[config.mk]
export PLATFORM = sky130hd
export DESIGN_NAME = alu_decode_stage
export DESIGN_NICKNAME = d
export VERILOG_FILES = /design/src/rtl/alu_decode_stage_pkg.sv /design/src/rtl/alu_decode_stage_op_decode.sv /design/src/rtl/alu_decode_stage.sv
export SDC_FILE = /design/constraint.sdc
export NUM_CORES = 1
export LEC_CHECK = 0
export CORE_ASPECT_RATIO = 0.6
export CORE_MARGIN = 5
export CORE_UTILIZATION = 44
export CTS_CLUSTER_SIZE = 40
export DETAILED_ROUTE_END_ITERATION = 8
export HOLD_SLACK_MARGIN = 0.06
export PLACE_DENSITY = 0.81
export SETUP_SLACK_MARGIN = 0.15
export SKIP_LAST_GASP = 1
export SLEW_MARGIN = 20
export SYNTH_ARGS = -nofsm -noshare
export SYNTH_HDL_FRONTEND = slang
export SYNTH_SLANG_ARGS = --single-unit
export TNS_END_PERCENT = 1
[constraint.sdc]
create_clock -name clk -period 3.9 [get_ports clk]
set_clock_uncertainty 0.1 [all_clocks]
set_input_delay 0.975 -clock clk [delete_from_list [all_inputs] [get_ports clk]]
set_output_delay 0.975 -clock clk [all_outputs]
set_load 0.01 [all_outputs]
[src/rtl/alu_decode_stage_pkg.sv]
// Shared RV32I opcode and ALUop encodings plus the decoded-entry layout
// used by the decode stage and its skid buffer.
package alu_decode_stage_pkg;

   typedef enum logic [6:0] {
      OPC_LOAD   = 7'b0000011,
      OPC_OP_IMM = 7'b0010011,
      OPC_AUIPC  = 7'b0010111,
      OPC_STORE  = 7'b0100011,
      OPC_OP     = 7'b0110011,
      OPC_LUI    = 7'b0110111,
      OPC_BRANCH = 7'b1100011,
      OPC_JALR   = 7'b1100111,
      OPC_JAL    = 7'b1101111
   } opcode_e;

   typedef enum logic [3:0] {
      ALU_ADD    = 4'd0,
      ALU_SUB    = 4'd1,
      ALU_SLL    = 4'd2,
      ALU_SLT    = 4'd3,
      ALU_SLTU   = 4'd4,
      ALU_XOR    = 4'd5,
      ALU_SRL    = 4'd6,
      ALU_SRA    = 4'd7,
      ALU_OR     = 4'd8,
      ALU_AND    = 4'd9,
      ALU_COPY_B = 4'd10,
      ALU_XXX    = 4'd15
   } aluop_e;

   localparam logic [6:0] FUNCT7_BASE = 7'b0000000;
   localparam logic [6:0] FUNCT7_ALT  = 7'b0100000;

   typedef enum logic [1:0] {
      ST_EMPTY = 2'd0,
      ST_ONE   = 2'd1,
      ST_FULL  = 2'd2
   } state_e;

   typedef struct packed {
      aluop_e aluop;
      logic   a_sel;
      logic   b_sel;
      logic   illegal;
   } dec_t;

   localparam dec_t DEC_RESET = '{aluop: ALU_XXX, a_sel: 1'b0, b_sel: 1'b0, illegal: 1'b0};

   // funct3 mapping shared by OP and OP-IMM before the funct7[5] alternates.
   function automatic aluop_e base_op(input logic [2:0] funct3);
      case (funct3)
         3'b000:  base_op = ALU_ADD;
         3'b001:  base_op = ALU_SLL;
         3'b010:  base_op = ALU_SLT;
         3'b011:  base_op = ALU_SLTU;
         3'b100:  base_op = ALU_XOR;
         3'b101:  base_op = ALU_SRL;
         3'b110:  base_op = ALU_OR;
         default: base_op = ALU_AND;
      endcase
   endfunction

endpackage

[src/rtl/alu_decode_stage_op_decode.sv]
// Purely combinational RV32I instruction -> ALUop / operand-select decode.
// Unsupported opcodes or OP funct7 values yield ALU_XXX with illegal set.
module alu_op_decode
   import alu_decode_stage_pkg::*;
(
   input  logic [31:0] inst_i,
   output logic [3:0]  aluop_o,
   output logic        a_sel_o,
   output logic        b_sel_o,
   output logic        illegal_o
);

   logic [6:0] opcode;
   logic [2:0] funct3;
   logic [6:0] funct7;
   logic       unused_fields;

   assign opcode        = inst_i[6:0];
   assign funct3        = inst_i[14:12];
   assign funct7        = inst_i[31:25];
   assign unused_fields = ^{inst_i[24:15], inst_i[11:7]};

   always_comb begin
      aluop_o   = ALU_XXX;
      a_sel_o   = 1'b0;
      b_sel_o   = 1'b0;
      illegal_o = 1'b0;
      case (opcode)
         OPC_OP: begin
            if (funct7 == FUNCT7_BASE || funct7 == FUNCT7_ALT) begin
               aluop_o = base_op(funct3);
               if (funct7[5] && funct3 == 3'b000) aluop_o = ALU_SUB;
               if (funct7[5] && funct3 == 3'b101) aluop_o = ALU_SRA;
            end else begin
               illegal_o = 1'b1;
            end
         end
         OPC_OP_IMM: begin
            // funct7 overlaps the immediate here, so only SRAI may consult it.
            aluop_o = base_op(funct3);
            b_sel_o = 1'b1;
            if (funct7[5] && funct3 == 3'b101) aluop_o = ALU_SRA;
         end
         OPC_LOAD, OPC_STORE, OPC_JALR: begin
            aluop_o = ALU_ADD;
            b_sel_o = 1'b1;
         end
         OPC_AUIPC, OPC_JAL, OPC_BRANCH: begin
            aluop_o = ALU_ADD;
            a_sel_o = 1'b1;
            b_sel_o = 1'b1;
         end
         OPC_LUI: begin
            aluop_o = ALU_COPY_B;
            b_sel_o = 1'b1;
         end
         default: illegal_o = 1'b1;
      endcase
   end

endmodule

[src/rtl/alu_decode_stage.sv]
// Decode stage: instructions are decoded on entry and held in a 2-entry skid buffer.
// One-cycle latency; in_ready is registered and drops only while both entries are occupied.
module alu_decode_stage
   import alu_decode_stage_pkg::*;
#(
   parameter int INST_W = 32
) (
   input  logic              clk,
   input  logic              rst_n,
   input  logic              flush,
   input  logic              in_valid,
   input  logic [INST_W-1:0] in_inst,
   output logic              in_ready,
   output logic              out_valid,
   input  logic              out_ready,
   output logic [3:0]        out_aluop,
   output logic              out_a_sel,
   output logic              out_b_sel,
   output logic              out_illegal
);

   logic [3:0] dec_aluop;
   logic       dec_a_sel;
   logic       dec_b_sel;
   logic       dec_illegal;
   dec_t       dec_in;

   state_e     state_q;
   dec_t       head_q;
   dec_t       skid_q;
   logic       in_ready_q;
   logic       out_valid_q;
   logic       push;
   logic       pop;

   alu_op_decode u_op_decode (
      .inst_i    (in_inst[31:0]),
      .aluop_o   (dec_aluop),
      .a_sel_o   (dec_a_sel),
      .b_sel_o   (dec_b_sel),
      .illegal_o (dec_illegal)
   );

   assign dec_in = '{aluop: aluop_e'(dec_aluop), a_sel: dec_a_sel,
                     b_sel: dec_b_sel, illegal: dec_illegal};

   assign push = in_valid & in_ready_q;
   assign pop  = out_valid_q & out_ready;

   // head_q is always the entry on out_*; skid_q holds the younger one when FULL.
   always_ff @(posedge clk or negedge rst_n) begin
      if (!rst_n) begin
         state_q     <= ST_EMPTY;
         head_q      <= DEC_RESET;
         skid_q      <= DEC_RESET;
         in_ready_q  <= 1'b0;
         out_valid_q <= 1'b0;
      end else if (flush) begin
         state_q     <= ST_EMPTY;
         in_ready_q  <= 1'b1;
         out_valid_q <= 1'b0;
      end else begin
         in_ready_q <= 1'b1;
         case (state_q)
            ST_EMPTY: begin
               if (push) begin
                  head_q      <= dec_in;
                  out_valid_q <= 1'b1;
                  state_q     <= ST_ONE;
               end
            end
            ST_ONE: begin
               if (push && !pop) begin
                  skid_q     <= dec_in;
                  in_ready_q <= 1'b0;
                  state_q    <= ST_FULL;
               end else if (!push && pop) begin
                  out_valid_q <= 1'b0;
                  state_q     <= ST_EMPTY;
               end else if (push && pop) begin
                  head_q <= dec_in;
               end
            end
            ST_FULL: begin
               if (pop) begin
                  head_q  <= skid_q;
                  state_q <= ST_ONE;
               end else begin
                  in_ready_q <= 1'b0;
               end
            end
            default: begin
               out_valid_q <= 1'b0;
               state_q     <= ST_EMPTY;
            end
         endcase
      end
   end

   assign in_ready    = in_ready_q;
   assign out_valid   = out_valid_q;
   assign out_aluop   = head_q.aluop;
   assign out_a_sel   = head_q.a_sel;
   assign out_b_sel   = head_q.b_sel;
   assign out_illegal = head_q.illegal;

endmodule

; Yosys cells after proc, flatten, opt, wreduce, memory -nomap -nowiden
; Cells that the tools add are included.
[totals]
register_bits = 18
input_bits = 37
out_inout_bits = 9
elab_cells = 93
[op_classes]
eq_ne = 29
muxes = 31
bitwise_logic = 3
reduce_logical = 19
[op_table]
columns = op, count
row1 = 7-bit 2-to-1 mux, 5
row2 = 7-bit by 6-bit equality test with 1-bit output (second input constant), 4
row3 = 4-bit one-hot mux with 7 select lines, 1
row4 = 7-bit equality test (second input constant), 3
row5 = 7-bit one-hot mux with 3 select lines, 1
row6 = 4-bit 2-to-1 mux, 4
row7 = 4-bit one-hot mux with 4 select lines, 1
row8 = 7-bit by 5-bit equality test with 1-bit output (second input constant), 2
row9 = 2-bit inequality test (second input constant), 6
row10 = 3-bit inequality test (second input constant), 4
row11 = 1-bit 2-to-1 mux, 10
row12 = 2-bit 2-to-1 mux, 5
row13 = 3-bit equality test (second input constant), 3
row14 = 8-bit OR reduction, 1
row15 = 7-bit by 2-bit equality test with 1-bit output (second input constant), 1
row16 = 7-bit logical NOT, 1
row17 = 7-bit AND reduction, 1
row18 = 3-bit by 2-bit equality test with 1-bit output (second input constant), 2
row19 = 2-bit one-hot mux with 3 select lines, 1
row20 = 3-bit AND reduction, 2
row21 = 6-bit OR reduction, 1
row22 = 1-bit logical AND, 5
row23 = 4-bit inequality test (second input constant), 1
row24 = 1-bit one-hot mux with 2 select lines, 2
row25 = 13 further kinds, 15

; Logic depth before layout (Yosys ltp)
; Gate-level depths: netlist of the first run.
[depth]
depth_word = 10
depth_mapped = 8
mapped_depth_nobuf = 6

; By module
; From an unflattened synthesis of the first run, not the netlist that was laid out.
[unflattened]
hier_cells = 127
hier_area_um2 = 1326.3
[modules_own_cells]
columns = mod, instances, cells_each, area_each_um2, seq_area_each_um2
row1 = alu_decode_stage, 1, 80, 1047.3, 460.4
row2 = alu_op_decode, 1, 47, 279.0, 0.0

; Least setup slack after synthesis of the first run
; OpenSTA, ideal clock, no wires.
[synth_path]
kind = input to register
startpoint = in in_inst[26]
endpoint = reg head_q, in the netlist out_illegal
setup_ns = 0.125
arrival_ns = 2.278
required_time_ns = 3.675
setup_slack_ns = 1.397
path_stages = 5
path_buffers = 0
cell_sequence = or4_1 -> o31ai_4 -> a2bb2oi_2 -> o21ai_0 -> mux2_2
[synth_via]
elab_chain_len = 8
word_cells_on_any_way = 10
cone_classes = 1 x eq/ne / 7 x mux / 2 x reduce/logical
[synth_lines]
columns = item, line
row1 = from (decl), alu_decode_stage.sv:12  ; input logic [INST_W-1:0] in_inst,
row2 = 7-bit by 6-bit equality test with 1-bit output or 7-bit logical NOT (tied branches), alu_decode_stage_op_decode.sv:30  ; if (funct7 == FUNCT7_BASE || funct7 == FUNCT7_ALT) begin
row3 = 1-bit logical OR *, alu_decode_stage_op_decode.sv:30
row4 = 1-bit 2-to-1 mux *, alu_decode_stage_op_decode.sv:30
row5 = 1-bit one-hot mux with 2 select lines *, alu_decode_stage_op_decode.sv:28  ; case (opcode)
row6 = 7-bit 2-to-1 mux, alu_decode_stage.sv:80  ; end else if (push && pop) begin
row7 = 7-bit 2-to-1 mux, alu_decode_stage.sv:77  ; end else if (!push && pop) begin
row8 = 7-bit 2-to-1 mux, alu_decode_stage.sv:73  ; if (push && !pop) begin
row9 = 7-bit one-hot mux with 3 select lines *, alu_decode_stage.sv:64  ; case (state_q)
row10 = to (signal assigned), alu_decode_stage.sv:67  ; head_q <= dec_in;
row11 = to (signal assigned), alu_decode_stage.sv:81  ; head_q <= dec_in;
row12 = to (signal assigned), alu_decode_stage.sv:86  ; head_q <= skid_q;
row13 = to (decl), alu_decode_stage.sv:29  ; dec_t head_q;
; Mark *: on every way between the ends. The rest lies on a longest branch, timed or not. The select of a mux whose other input is x is not followed.
; A chain may end at the register's enable or synchronous reset.

; Worst setup path in the final report of the first run
[layout_path]
startpoint = in in_valid
endpoint = reg head_q, in the netlist out_illegal
[layout_via]
elab_chain_len = 5
word_cells_on_any_way = 10
cone_classes = 4 x eq/ne / 1 x bitwise / 5 x reduce/logical
[layout_lines]
columns = item, line
row1 = from (decl), alu_decode_stage.sv:11  ; input logic in_valid,
row2 = 1-bit AND *, alu_decode_stage.sv:47  ; assign push = in_valid & in_ready_q;
row3 = 1-bit logical NOT, alu_decode_stage.sv:77
row4 = 1-bit logical AND, alu_decode_stage.sv:77
row5 = 2-bit inequality test (no line), n/a
row6 = 7-bit AND reduction (no line) *, n/a
; Mark *: on every way between the ends. The rest lies on a longest branch, timed or not.

==> metrics.cfg, run 1 <==
[clock_tree]
cts.repair.resized=0
cts_hold_repair.buffers=0
cts_buffers=3
clk-insertion-delay-late_ns=0.26
max-clock-path-buffers=2
clock_sink_count=18
tritoncts=built
ctsHtreeMaxLevel=1
cts-root-buf=clkbuf_8
clock_transition_at_path_regs_ns=0.07
postCtsSetupRepairBufs=0

[setup_path]
worst-path-buf-inv=1
reg2reg_slack_ns=1.38
worst_flop_to_flop_path_startpoint=state_q[0]
critical_path.top_delay_family=simple AND/OR/NAND/NOR gates
timing.reg2reg.worst_path_depth=5
crit_path_end_kind=flop
worstSetupPathType=in -> reg
crit_slowest_cell=or4b_1
critical_path_data_required_time_ns=3.95
r2r-end=out_illegal
crit_path_launch_type=primary input
timing.critical_path.slowest_cell_delay_ns=0.74
critical_path_arrival_ns=2.95
crit_path_cell_trace=clkdlybuf4s50_1 -> nand2_1 -> a22o_1 -> or4b_1 -> mux2_2
crit_path_max_fanout=13

[floorplanning]
core_region_area_mm2=0.00254
io_pins=46
floorplan.die.width_um=77.0
dieArea_mm2=0.00386
start_util_pct=46.6
chipHeight_um=50.2
row_count=14

[logic_synthesis]
synthXorXnorAreaFrac_pct=0.740
area_share_of_the_largest_cell_type_after_synthesis_pct=21.1
synthAdderAreaFrac_pct=5.29
avgSynthCellArea_um2=9.25
combinational_family_with_the_most_area_after_synthesis=simple AND/OR/NAND/NOR gates
yosys.cell_types.count=38
library_cell_with_the_highest_instance_count_after_synthesis=a21oi_1
mappedNetlistNets=170
synth_warnings=0
synth_flop_cell=dfrtp_1
netlist_area_mm2=0.00118
synth_top_cells_by_area=dfrtp_1 21%, dfstp_2 18%, a21oi_1 5.5%
postSynthCellCount=128
largest_area_contributor_in_the_netlist=dfrtp_1
synth_seq_area_share_pct=38.9
synth_top_cells_by_count=13 x a21oi_1, 12 x nand2_1, 11 x nor2_1
ys_ff_latch=18
synth_compound_gate_area_share_pct=20.4
simple_gate_portion_of_the_synthesized_area_pct=25.7
portion_of_netlist_area_occupied_by_mux_cells_pct=6.24
synth-edff-count=0
postSynth.asyncResetShare_pct=100

[power_and_ir_drop]
share_clk_of_total_power_pct=18.9
p_int_uw=546
static-leakage-power_uw=0.000610
vdd_drop_max_mv=0.212
combinational_power_share_pct=40.7
p_per_area_mw_per_mm2=521
switching_share_pct=32.8
switchingPower_uw=267
power.share.sequential_pct=40.4

[sta]
layout_worst_path_cycle_share_pct=74.6
whs_ns=0.389
period_minus_slack_ns=2.91
report.final.slew_viol_count=0
max_slew_margin_pct=48.1
setup_tns_final_ns=0
rsz0062_at_grt=no
clock.fmax_ghz=0.344
worst_pin_slew_ns=0.776
timing.final.ws_setup_ns=0.992
final-setup-viol-count=0
finalHoldViolCount=0

[detailed_routing]
drt_pass1_iterations=4
wl_per_cell_um=14.8
drc=0
number_of_antenna_violating_nets_in_the_routed_design=0
drt_first_iter_violations=44
detail_route.vias_per_cell=5.63
route.vias.total=1075
drt_wl_total_mm=2.84

[global_routing]
grt-ovfl-total=0
grt_start_max_net_pins=19
antenna_found_initial=0
grt_usage_pct=14.9
first_pass_grt_wire_length_mm=4.64
via_count_of_the_first_global_routing_pass=1010

[cells_and_area]
antennaDiodeCount=0
total_area_of_multi_input_combinational_cells_um2=691
register_area_um2=460
nNetsFinal=202
drive_above_1_share_pct=13.8
layout-area-overhead-vs-synth_pct=31.9
fillers=215
final_design_area_no_fill_mm2=0.00156

[hold_path]
worstHoldPathType=reg -> reg
holdCritStartpoint=out_aluop[1]
whs_endpoint=out_aluop[1]
holdPathStages=2

[placement]
place.gp.congestion=0.868
dpl.hpwl_mm=2.28
place_area_mm2=0.00151
placement.io_buffers=30
placement.setup.worst_slack_ns=0.742

[job]
max-cap-violations=0

[run_status]
run_status=completed

-- kinds of logic after synthesis --
group                      after synthesis
adders and majority gates                5
and+or+nand+nor                         56
buffers and inverters                    6
DFF                                     18
muxes                                    7
xor gates and xnor gates                 1
AOI/OAI and AO/OA                       35
-- cell type report --
type                    instances  area share, %
multi-input cells             104           44.2
inverters                       2          0.481
well taps                      32           2.56
repair buffers                 31           19.7
clock buffers                   4           3.53
flip-flops and latches         18           29.5
-- tightest hold or removal path, stage by stage (launching register included) --
cell	delay, ns
dfstp_2	0.38
nand2_1	0.04
o21ai_0	0.07
-- flip-flops by register name, indices dropped and copies added, names as in the netlist --
register     cells
state_q          2
out_illegal      1
skid_q           7
out_valid        1
in_ready         1
out_a_sel        1
out_b_sel        1
out_aluop        4
-- worst max path at each step --
stage	start	endpoint	slack (ns)	cells past startpoint
finish	in_valid	out_illegal	0.99	5
global route	out_ready	out_illegal	0.95	5
CTS	in_valid	out_illegal	1.02	5
detailed placement	in_valid	out_illegal	0.74	5
global placement	out_ready	out_illegal	0.81	5
floorplan	in_inst[26]	out_illegal	1.40	5
-- power by group through the flow --
| stage | clock [uW] | combinational [uW] | sequential, uW |
|---|---|---|---|
| finish | 154 | 331 | 328 |
| global route | 163 | 361 | 338 |
| CTS | 156 | 333 | 328 |
| detailed placement | 0 | 331 | 332 |
| global placement | 0 | 314 | 326 |
| floorplan | 0 | 179 | 340 |
-- routing by layer --
layer / global-route usage, % / vias to the layer above / share of wire [%]
li1: - / 521 / -
met1: 19.1 / 525 / 45
met2: 24.8 / 27 / 49
met3: 5.00 / 2 / 5.2
met4: 3.20 / 0 / 0.49
met5: 0 / - / 0
-- per-stage QoR --
stage               util (%)  std cells  power [uW]
floorplan                  -        128         519
global placement        59.3        187         640
detailed placement      59.3        187         662
CTS                     61.5        191         817
global route            61.5        191         862
finish                  61.5        191         813
-- layout by cell type, fill, tap and decap left out, types with 4 or more instances in the layout --
| master | n |
|---|---|
| nor2_1 | 11 |
| nand3_1 | 6 |
| mux2i_1 | 4 |
| nor2b_1 | 5 |
| a21oi_1 | 13 |
| o21ai_0 | 8 |
| nand2_1 | 12 |
| clkdlybuf4s50_1 | 30 |
| dfstp_2 | 8 |
| nand2b_1 | 9 |
| dfrtp_1 | 10 |
| clkbuf_8 | 4 |
| ha_1 | 5 |
Power figures use the tool's default switching activity.
==> inputs of run 2 (changes only) <==
- CORE_UTILIZATION: 44 -> 39
- PLACE_DENSITY: 0.81 -> 0.76
- clock period: 3.9 -> 2.6 ns (I/O delays scaled with it)
==> run 2 against run 1 <==
  * Via count increased by 2.5%
  * Cell count increased by 12%
  * Utilization decreased by 3.9 points
  * Global-route usage decreased by 0.28 points
  * Sequential cell count unchanged
  * Design area increased by 6.7%
==> metrics.cfg, run 2 (same netlist as run 1, synthesis figures left out) <==
[power_and_ir_drop]
combinational_power_share_pct=43.1
power.share.sequential_pct=40.4
switching_share_pct=32.2
vdd_drop_max_mv=0.329
p_per_area_mw_per_mm2=726
total_power_uw=1210
share_clk_of_total_power_pct=16.6
p_int_uw=820
static-leakage-power_uw=0.000668
switchingPower_uw=389

[sta]
layout_worst_path_cycle_share_pct=91.3
final-setup-viol-count=0
max_slew_margin_pct=68.3
period_minus_slack_ns=2.37
timing.final.ws_setup_ns=0.225
rsz0062_at_grt=yes
worst_pin_slew_ns=0.464
finalHoldViolCount=0
report.final.slew_viol_count=0
setup_tns_final_ns=0
clock.fmax_ghz=0.421

[floorplanning]
floorplan.die.width_um=81.1
chipHeight_um=52.7
row_count=15
start_util_pct=41.0
dieArea_mm2=0.00427
core_region_area_mm2=0.00289
io_pins=46

[clock_tree]
tritoncts=built
clk-insertion-delay-late_ns=0.25
cts_buffers=3
clock_transition_at_path_regs_ns=0.07
max-clock-path-buffers=2
cts-root-buf=clkbuf_8
ctsHtreeMaxLevel=1
clock_sink_count=18

[global_routing]
grt_usage_pct=14.6
grt_start_max_net_pins=19
antenna_found_initial=0
grt-ovfl-total=0
via_count_of_the_first_global_routing_pass=1056
first_pass_grt_wire_length_mm=4.75

[detailed_routing]
number_of_antenna_violating_nets_in_the_routed_design=0
drt_first_iter_violations=56
drc=0
route.vias.total=1102
detail_route.vias_per_cell=5.15
wl_per_cell_um=13.0
drt_pass1_iterations=4
drt_wl_total_mm=2.79

[hold_path]
whs_endpoint=out_aluop[3]
holdCritStartpoint=out_aluop[3]
holdPathStages=2
worstHoldPathType=reg -> reg

[cells_and_area]
nNetsFinal=215
antennaDiodeCount=0
layout_common_cells=30 x clkdlybuf4s50_1, 14 x buf_4, 13 x a21oi_1
fillers=258
layout-area-overhead-vs-synth_pct=40.7
final-instance-count-excl-fill=214
drive_above_1_share_pct=20.3
largest_reg_flops=7
final_design_area_no_fill_mm2=0.00167
most_common_cell_after_layout_fill_and_taps_aside=clkdlybuf4s50_1
registers.top_by_ff_count=skid_q

[setup_path]
crit_path_max_fanout=6
crit_path_end_kind=flop
timing.reg2reg.worst_path_depth=6
crit_path_launch_type=primary input
startpoint_of_the_worst_setup_timing_path=out_ready
r2r-end=out_aluop[2]
critical_path_data_required_time_ns=2.67
reg2reg_slack_ns=0.46
worstSetupPathType=in -> reg
worst_flop_to_flop_path_startpoint=state_q[0]
critical_path_arrival_ns=2.44

[placement]
place_area_mm2=0.00162
number_of_placed_instances_taps_included=210
placement.io_buffers=30
dpl.hpwl_mm=2.33
place.gp.congestion=0.912
placement.setup.worst_slack_ns=-0.0504

[job]
max-cap-violations=0

[run_status]
run_status=completed

-- run 2: cell count changes in the layout (fill, tap and decap cells not counted) --
| cell | before | now |
|---|---|---|
| buf_4 | 1 | 14 |
| clkbuf_1 | 0 | 1 |
| clkbuf_8 | 4 | 3 |
| o21ai_0 | 8 | 7 |
| o21ai_1 | 0 | 1 |
| or4_1 | 1 | 0 |
| or4_4 | 0 | 1 |
-- run 2: cell type report --
type	instances	area, um^2	share of cell area [%]
clock buffers	4	45.0	2.70
inverters	2	7.51	0.451
multi-input cells	104	694	41.7
flip-flops and latches	18	460	27.6
well taps	42	52.6	3.16
repair buffers	44	405	24.3
-- run 2: stage by stage --
stage	hold slack (ns)	utilization, %
floorplan	0.254	-
global placement	0.369	55.9
detailed placement	0.374	55.9
CTS	0.394	57.5
global route	0.393	57.6
finish	0.368	57.6
-- run 2: worst max-delay path, stage by stage --
cell	delay, ns
clkdlybuf4s50_1	0.49
nand2_2	0.07
a22o_1	0.24
or4b_1	0.55
buf_4	0.20
o31ai_1	0.25
-- run 2: worst max-delay path by stage --
stage / to / slack (ns) / cells after the start
after global placement: out_aluop[3] / -0.03 / 7
after floorplan: out_illegal / 0.42 / 5
after global routing: out_aluop[3] / 0.13 / 7
final: out_aluop[2] / 0.23 / 6
after CTS: out_aluop[3] / 0.22 / 7
after detailed placement: out_aluop[3] / -0.05 / 7
-- run 2: metal layers --
metal	wire length, um	vias to the layer above	track usage, %
met4	35	0	4.21
met5	0	-	0
met1	1330	531	18.4
met2	1320	16	23.4
li1	-	551	-
met3	113	4	5.50
-- run 2: repair_timing --
item | 4_1_cts | 5_1_grt
setup endpoints to repair | 0 | 2
hold buffers | 0 | 0
buffers inserted | 0 | 0
gates resized for setup | 0 | 2
-- run 2: power groups by stage --
stage / Clock, uW / Sequential [uW] / Combinational (uW)
6_report: 200 / 488 / 521
5_1_grt: 219 / 504 / 575
4_1_cts: 205 / 490 / 522
3_5_place_dp: 0 / 495 / 521
3_3_place_gp: 0 / 488 / 507
2_1_floorplan: 0 / 510 / 268
